[src/rtl/pkt_stim_gen.sv]
`default_nettype none
// ---------------------------------------------------------------------------
// pkt_stim_gen : plays a table of (data, ctl) words onto a ready/valid bus
// Revision 1.0 : initial release
// ---------------------------------------------------------------------------
module pkt_stim_gen #(
    parameter int DATA_W = 512,
    parameter int CTL_W  = 8,
    parameter int DEPTH  = 4,
    parameter int ADDR_W = 2,
    parameter int GAP    = 1
) (
    input  logic              clk,
    input  logic              reset,
    input  logic              load_en,
    input  logic [ADDR_W-1:0] load_addr,
    input  logic [DATA_W-1:0] load_data,
    input  logic [CTL_W-1:0]  load_ctl,
    input  logic [ADDR_W:0]   num_words,
    input  logic              repeat_en,
    input  logic              start,
    input  logic              abort,
    output logic [DATA_W-1:0] out_data,
    output logic [CTL_W-1:0]  out_ctl,
    output logic              out_valid,
    input  logic              out_rdy,
    output logic              busy,
    output logic              done,
    output logic [15:0]       pkt_cnt
);
    localparam int                GCNT_W       = (GAP > 1) ? $clog2(GAP) : 1;
    localparam logic [CTL_W-1:0]  c_ctl_stop   = CTL_W'(2);
    localparam logic [CTL_W-1:0]  c_ctl_single = CTL_W'(3);
    localparam logic [ADDR_W:0]   c_depth      = (ADDR_W+1)'(DEPTH);

    typedef enum logic [1:0] {
        S_IDLE = 2'd0,
        S_SEND = 2'd1,
        S_GAP  = 2'd2
    } state_t;

    state_t             r_state, w_state_nxt;
    logic [DATA_W-1:0]  r_mem_data [DEPTH];
    logic [CTL_W-1:0]   r_mem_ctl  [DEPTH];
    logic [ADDR_W-1:0]  r_ptr, w_ptr_nxt;
    logic [ADDR_W-1:0]  r_last, w_last_nxt;
    logic               r_rep, w_rep_nxt;
    logic [GCNT_W-1:0]  r_gcnt, w_gcnt_nxt;
    logic [DATA_W-1:0]  w_data_nxt;
    logic [CTL_W-1:0]   w_ctl_nxt;
    logic               w_valid_nxt, w_busy_nxt, w_done_nxt;
    logic [15:0]        w_cnt_nxt;
    logic               w_accept, w_is_last;
    logic [ADDR_W-1:0]  w_adv_ptr;
    logic [ADDR_W:0]    w_len;

    // Table is deliberately left out of reset so a replay after reset reuses it.
    always_ff @(posedge clk) begin
        if (load_en && !busy) begin
            r_mem_data[load_addr] <= load_data;
            r_mem_ctl[load_addr]  <= load_ctl;
        end
    end

    always_comb begin
        w_state_nxt = r_state;
        w_ptr_nxt   = r_ptr;
        w_last_nxt  = r_last;
        w_rep_nxt   = r_rep;
        w_gcnt_nxt  = r_gcnt;
        w_data_nxt  = out_data;
        w_ctl_nxt   = out_ctl;
        w_valid_nxt = out_valid;
        w_busy_nxt  = busy;
        w_done_nxt  = 1'b0;
        w_cnt_nxt   = pkt_cnt;
        w_accept    = out_valid && out_rdy;
        w_is_last   = (r_ptr == r_last);
        w_adv_ptr   = w_is_last ? '0 : r_ptr + 1'b1;
        w_len       = (num_words > c_depth) ? c_depth : num_words;

        if (abort) begin
            w_state_nxt = S_IDLE;
            w_valid_nxt = 1'b0;
            w_ctl_nxt   = '0;
            w_busy_nxt  = 1'b0;
        end else begin
            case (r_state)
                S_IDLE: begin
                    if (start && (num_words != '0)) begin
                        w_state_nxt = S_SEND;
                        w_ptr_nxt   = '0;
                        // A length of DEPTH truncates to 0, so the subtraction wraps to DEPTH-1.
                        w_last_nxt  = w_len[ADDR_W-1:0] - 1'b1;
                        w_rep_nxt   = repeat_en;
                        w_data_nxt  = r_mem_data[0];
                        w_ctl_nxt   = r_mem_ctl[0];
                        w_valid_nxt = 1'b1;
                        w_busy_nxt  = 1'b1;
                    end
                end
                S_SEND: begin
                    if (w_accept) begin
                        if ((out_ctl == c_ctl_stop) || (out_ctl == c_ctl_single)) begin
                            w_cnt_nxt = pkt_cnt + 16'd1;
                        end
                        if (w_is_last && !r_rep) begin
                            w_state_nxt = S_IDLE;
                            w_valid_nxt = 1'b0;
                            w_ctl_nxt   = '0;
                            w_busy_nxt  = 1'b0;
                            w_done_nxt  = 1'b1;
                        end else begin
                            w_ptr_nxt = w_adv_ptr;
                            if (GAP > 0) begin
                                w_state_nxt = S_GAP;
                                w_valid_nxt = 1'b0;
                                w_ctl_nxt   = '0;
                                w_gcnt_nxt  = GCNT_W'(GAP - 1);
                            end else begin
                                w_data_nxt = r_mem_data[w_adv_ptr];
                                w_ctl_nxt  = r_mem_ctl[w_adv_ptr];
                            end
                        end
                    end
                end
                S_GAP: begin
                    if (r_gcnt == '0) begin
                        w_state_nxt = S_SEND;
                        w_data_nxt  = r_mem_data[r_ptr];
                        w_ctl_nxt   = r_mem_ctl[r_ptr];
                        w_valid_nxt = 1'b1;
                    end else begin
                        w_gcnt_nxt = r_gcnt - 1'b1;
                    end
                end
                default: begin
                    w_state_nxt = S_IDLE;
                    w_valid_nxt = 1'b0;
                    w_ctl_nxt   = '0;
                    w_busy_nxt  = 1'b0;
                end
            endcase
        end
    end

    always_ff @(posedge clk) begin
        if (!reset) begin
            r_state   <= S_IDLE;
            r_ptr     <= '0;
            r_last    <= '0;
            r_rep     <= 1'b0;
            r_gcnt    <= '0;
            out_data  <= '0;
            out_ctl   <= '0;
            out_valid <= 1'b0;
            busy      <= 1'b0;
            done      <= 1'b0;
            pkt_cnt   <= '0;
        end else begin
            r_state   <= w_state_nxt;
            r_ptr     <= w_ptr_nxt;
            r_last    <= w_last_nxt;
            r_rep     <= w_rep_nxt;
            r_gcnt    <= w_gcnt_nxt;
            out_data  <= w_data_nxt;
            out_ctl   <= w_ctl_nxt;
            out_valid <= w_valid_nxt;
            busy      <= w_busy_nxt;
            done      <= w_done_nxt;
            pkt_cnt   <= w_cnt_nxt;
        end
    end

endmodule
`default_nettype wire

[config.mk]
export PLATFORM = sky130hd
export DESIGN_NAME = pkt_stim_gen
export DESIGN_NICKNAME = d
export VERILOG_FILES = /design/src/rtl/pkt_stim_gen.sv
export SDC_FILE = /design/constraint.sdc
export NUM_CORES = 2
export LEC_CHECK = 0
export CELL_PAD_IN_SITES_DETAIL_PLACEMENT = 1
export CELL_PAD_IN_SITES_GLOBAL_PLACEMENT = 1
export CORE_AREA = 2 2 675 341
export DETAILED_ROUTE_END_ITERATION = 8
export DIE_AREA = 0 0 677 343
export PLACE_DENSITY_LB_ADDON = 0.1
export SLEW_MARGIN = 20
export SYNTH_ARGS = -nofsm -noshare
export SYNTH_HDL_FRONTEND = slang
export SYNTH_SLANG_ARGS = --single-unit
export TNS_END_PERCENT = 1
[constraint.sdc]
create_clock -name clk -period 53 [get_ports clk]
set_input_delay 13.25 -clock clk [delete_from_list [all_inputs] [get_ports clk]]
set_output_delay 13.25 -clock clk [all_outputs]
set_load 0.05 [all_outputs]
# Word level (Yosys, flattened, before mapping)
# Memories as Yosys holds them, arrays and structs flattened. A register that Yosys moved wholly into a read port is not among the register bits.
# Cells that the tools add are included.
# totals
ff_bits,547
mem_bits_rw,2080
input_bits,532
out_inout_bits,539
wordCells,90
mem_count,2
# classes
n_addsub,4
n_lt_le_gt_ge,1
eq_ne,10
mux,36
bitwise,5
n_reduce_logical,21
# memory_table
memory,words,word_bits,rd,rd_ports_with_merged_regs,wr,line_no,text
r_mem_data,4,512,2,1,1,43,logic [DATA_W-1:0] r_mem_data [DEPTH];
r_mem_ctl,4,8,2,1,1,44,logic [CTL_W-1:0] r_mem_ctl [DEPTH];
# ops
operator,count
512-bit two-way mux,2
512-bit one-hot mux with 2 select lines,1
2-bit two-way mux,13
8-bit two-way mux,3
8-bit one-hot mux with 3 select lines,1
16-bit by 1-bit adder with 16-bit output (second input constant),1
8-bit by 2-bit equality test with 1-bit output (second input constant),2
4-bit AND reduction,4
1-bit two-way mux,11
2-bit inequality test (second input constant),5
1-bit one-hot mux with 3 select lines,2
2-bit one-hot mux with 3 select lines,1
3-bit AND reduction,2
2-bit nonzero test,3
1-bit NOT,5
5-bit AND reduction,1
1-bit logical AND,4
2-bit one-hot mux with 2 select lines,1
4-bit OR reduction,1
3-bit greater-than comparator (second input constant),1
3-bit nonzero test,1
2-bit by 1-bit adder with 2-bit output (second input constant),1
2-bit by 1-bit equality test with 1-bit output (second input constant),1
2-bit equality test,1
8 further kinds,9

# Longest topological paths before layout
# depth
depth_word,7
mapped_depth,9
depth_no_buf,5

# Worst setup path before layout
# OpenSTA, ideal clock, no wires.
# synth_timing
path_kind,in2reg
start,input load_en
end,"memory r_mem_ctl[0][0], enable pin"
setup_time_ns,2.158
arrival_ns,50.905
required_time_ns,50.842
setup_slack_ns,-0.064
stages,2
n_path_buf,0
cell_sequence,nor2b_1 nor3b_1
# synth_between
elab_chain_cells,3
# synth_rtl
item,line_no,text
from (decl),15,"input logic load_en,"
1-bit logical AND,59,if (load_en && !busy) begin
1-bit two-way mux,59,
1-bit two-way mux (not written as such),61,r_mem_ctl[load_addr] <= load_ctl;
to (decl),44,
# No other way between the ends.

# Worst setup path after layout
# layout_timing
start,input load_en
end,"memory r_mem_data[0][466], enable pin"
# layout_between
elab_chain_cells,3
# layout_rtl
item,line_no,text
1-bit logical AND,59,
1-bit two-way mux,59,
1-bit two-way mux (not written as such),60,r_mem_data[load_addr] <= load_data;
to (decl),43,
# No other way between the ends.

==> metrics.yaml <==
worstPathCellList: "clkdlybuf4s50_1, nor2b_1, nor3b_4, buf_4, buf_4, buf_4"
syn_area_um2: 94600
synthFlopType: "edfxtp_1"
first_global_vias: 57768
overflow: 0
via_per_inst: 5.41
crit_path_end_kind: "flip-flop"
areaGrowthSynthToFinish_pct: 22.3
synth_nets: 6797
dieHeight_um: 343
post_cts_resized: 0
slew_viol_final: 0
period_minus_slack_ns: 16.90
io_pins: 1071
setup_viol: 0
fin_nets: 7792
layout_commonest_cell: "edfxtp_1"
cts.sinks: 2627
synth-seq-area-share: 0.776
core-area_um2: 227000
worst-path-buf-inv: 4
final_cell_mix: "2080 x edfxtp_1, 1070 x clkdlybuf4s50_1, 691 x inv_1"
ir_drop_v: 0.0000269
worstSetupPathType: "input port to flip-flop"
root_buffer: "clkbuf_16"
htree_num_levels: 4
path_max_fanout: 50
clock.fmax_ghz: 0.0592
postLayoutCoreUtil: 0.510
skew_ns: 0.0550
hold_viol_final: 0
dieArea_um2: 232000
grt_max_degree: 165
vias: 56897
clk_pin_slew_ns: 0.06
drt-total-wl_mm: 288
tightest_slew_ns: 1.28
cts_buffers: 234
timing.slew.headroom: 0.150
synthCells: 6264
grtUsageTotal: 0.240
final_layout_size_suffix_gt1_frac: 0.0644
cpMostUsedCell: "buf_4"
outcome: "complete, no violations"
synth_cell_type_count: 58
firstDrtPassIters: 5
rsz0062_at_grt: "false"
clkLatencyLatePin_ns: 0.88
leakagePower_nw: 38.9
synth_edf_count: 2080
arrival_ns: 17.37
start_util: 0.417
fill_cells: 21834
synth_area_per_cell_um2: 15.1
antenna_found_initial: 82
fp.dieW_um: 677
ys_warn_count: 0
tns_ns: 0
holdCritPathClass: "flip-flop to flip-flop"
cts_tree: "yes"
drt-initial-drc-count: 4102
gp_congestion: 0.792
drc: 0
ys_ff_latch: 2627
cp_top_family: "buffers and inverters"
async_flop_share: 0
crit_path_start_kind: "input port"
hpwl_mm: 171
wl_per_cell_um: 27.3
cts_hold_buf: 0
critPathMaxStageDelay_ns: 0.90
cp.required_ns: 53.47
grt_pass1_wl_mm: 414
portBuffers: 1070
period_share: 0.319
post_cts_buffers: 0
maxCapViolations: 0
clock_path_buffers: 4
slowest_stage: "nor3b_4"
fp-row-count: 124
powerDensity_nw_per_um2: 37.2
postRouteAntennaNets: 0
==> state kept, by name, indices dropped and copies added (netlist names), named ones only <==
signal,flops
out_ctl,8
r_mem_data,2048
pkt_cnt,16
busy,1
r_mem_ctl,32
r_rep,1
out_data,512
r_state,2
r_ptr,2
done,1
r_last,2
==> per-layer routing <==
metal / track usage / up-vias / routed length (um)
li1: - / 25466 / -
met1: 0.312 / 29639 / 121000
met2: 0.408 / 1305 / 143000
met3: 0.0485 / 435 / 15500
met4: 0.0711 / 52 / 8470
met5: 0 / - / 342
==> report_power, final <==
group          internal [mW]  switching, mW  leakage, nW
Combinational         0.0886          0.175         11.6
Clock                  0.947          0.768         3.74
Sequential              2.30         0.0248         23.5
==> worst paths after layout <==
| path | from | to | slack, ns | cells after the start |
|---|---|---|---|---|
| setup / recovery | load_en | r_mem_data[0][466]$_DFFE_PP_ | 36.10 | 6 |
| hold / removal | out_data[287]$_SDFFE_PN0P_ | out_data[287]$_SDFFE_PN0P_ | 0.45 | 2 |
| setup reg to reg | busy$_SDFFE_PP0P_ | r_mem_data[0][466]$_DFFE_PP_ | 48.65 | 5 |
| hold reg to reg | out_data[287]$_SDFFE_PN0P_ | out_data[287]$_SDFFE_PN0P_ | 0.45 | 2 |
==> cell families (layout without fill, tap and decap cells) <==
group                      after synthesis  count (layout)  share of synthesized area
DFF                                   2627            2627                      0.776
AOI/OAI and AO/OA                     1423            1423                      0.116
buffers and inverters                 1080            2270                     0.0474
and+or+nand+nor                        944             944                     0.0395
muxes                                  183             183                     0.0203
xor gates and xnor gates                 6               6                   0.000556
adders and majority gates                1               1                   0.000132
other                                    0              38                          0
==> worst min-delay path: stages (launching register included) <==
cell and delay [ns]:
dfxtp_1 0.32, nand2_1 0.05, o31ai_1 0.05
==> metrics by stage <==
step           setup WS [ns]  power, mW  instances  area [um2]  hold WS (ns)
6_report               36.10       4.30      10516      116000         0.454
5_1_grt                35.93       4.43      10504      116000         0.474
4_1_cts                36.03       4.34      10478      116000         0.455
3_5_place_dp           35.09       2.63      10047      108000         0.440
3_3_place_gp           35.10       2.63      10047      108000         0.436
2_1_floorplan          16.47       2.52       6264       94600         0.452
==> synth_stat cells, drive strengths merged (11+ instances only) <==
master	number	area share
o22ai	342	0.023
a211oi	340	0.027
buf	130	0.0097
a21oi	19	0.0010
a32o	170	0.018
dfxtp	547	0.12
inv	692	0.027
nor2	356	0.014
o21ai	20	0.0011
mux2i	176	0.019
edfxtp	2080	0.66
o22a	170	0.016
o31ai	344	0.029
or3	11	0.00078
clkbuf	258	0.010
nand2	528	0.021
==> final cells by class <==
type | count | area [um2] | area share
flip-flops and latches | 2627 | 73400 | 0.635
multi-input cells | 2557 | 16700 | 0.145
repair buffers | 1147 | 11500 | 0.0991
clock buffers | 327 | 6610 | 0.0572
well taps | 3024 | 3780 | 0.0327
inverters | 692 | 2600 | 0.0225
clock inverters | 104 | 948 | 0.00820
diodes | 38 | 95.1 | 0.000822
(Power assumes the default switching activity.)
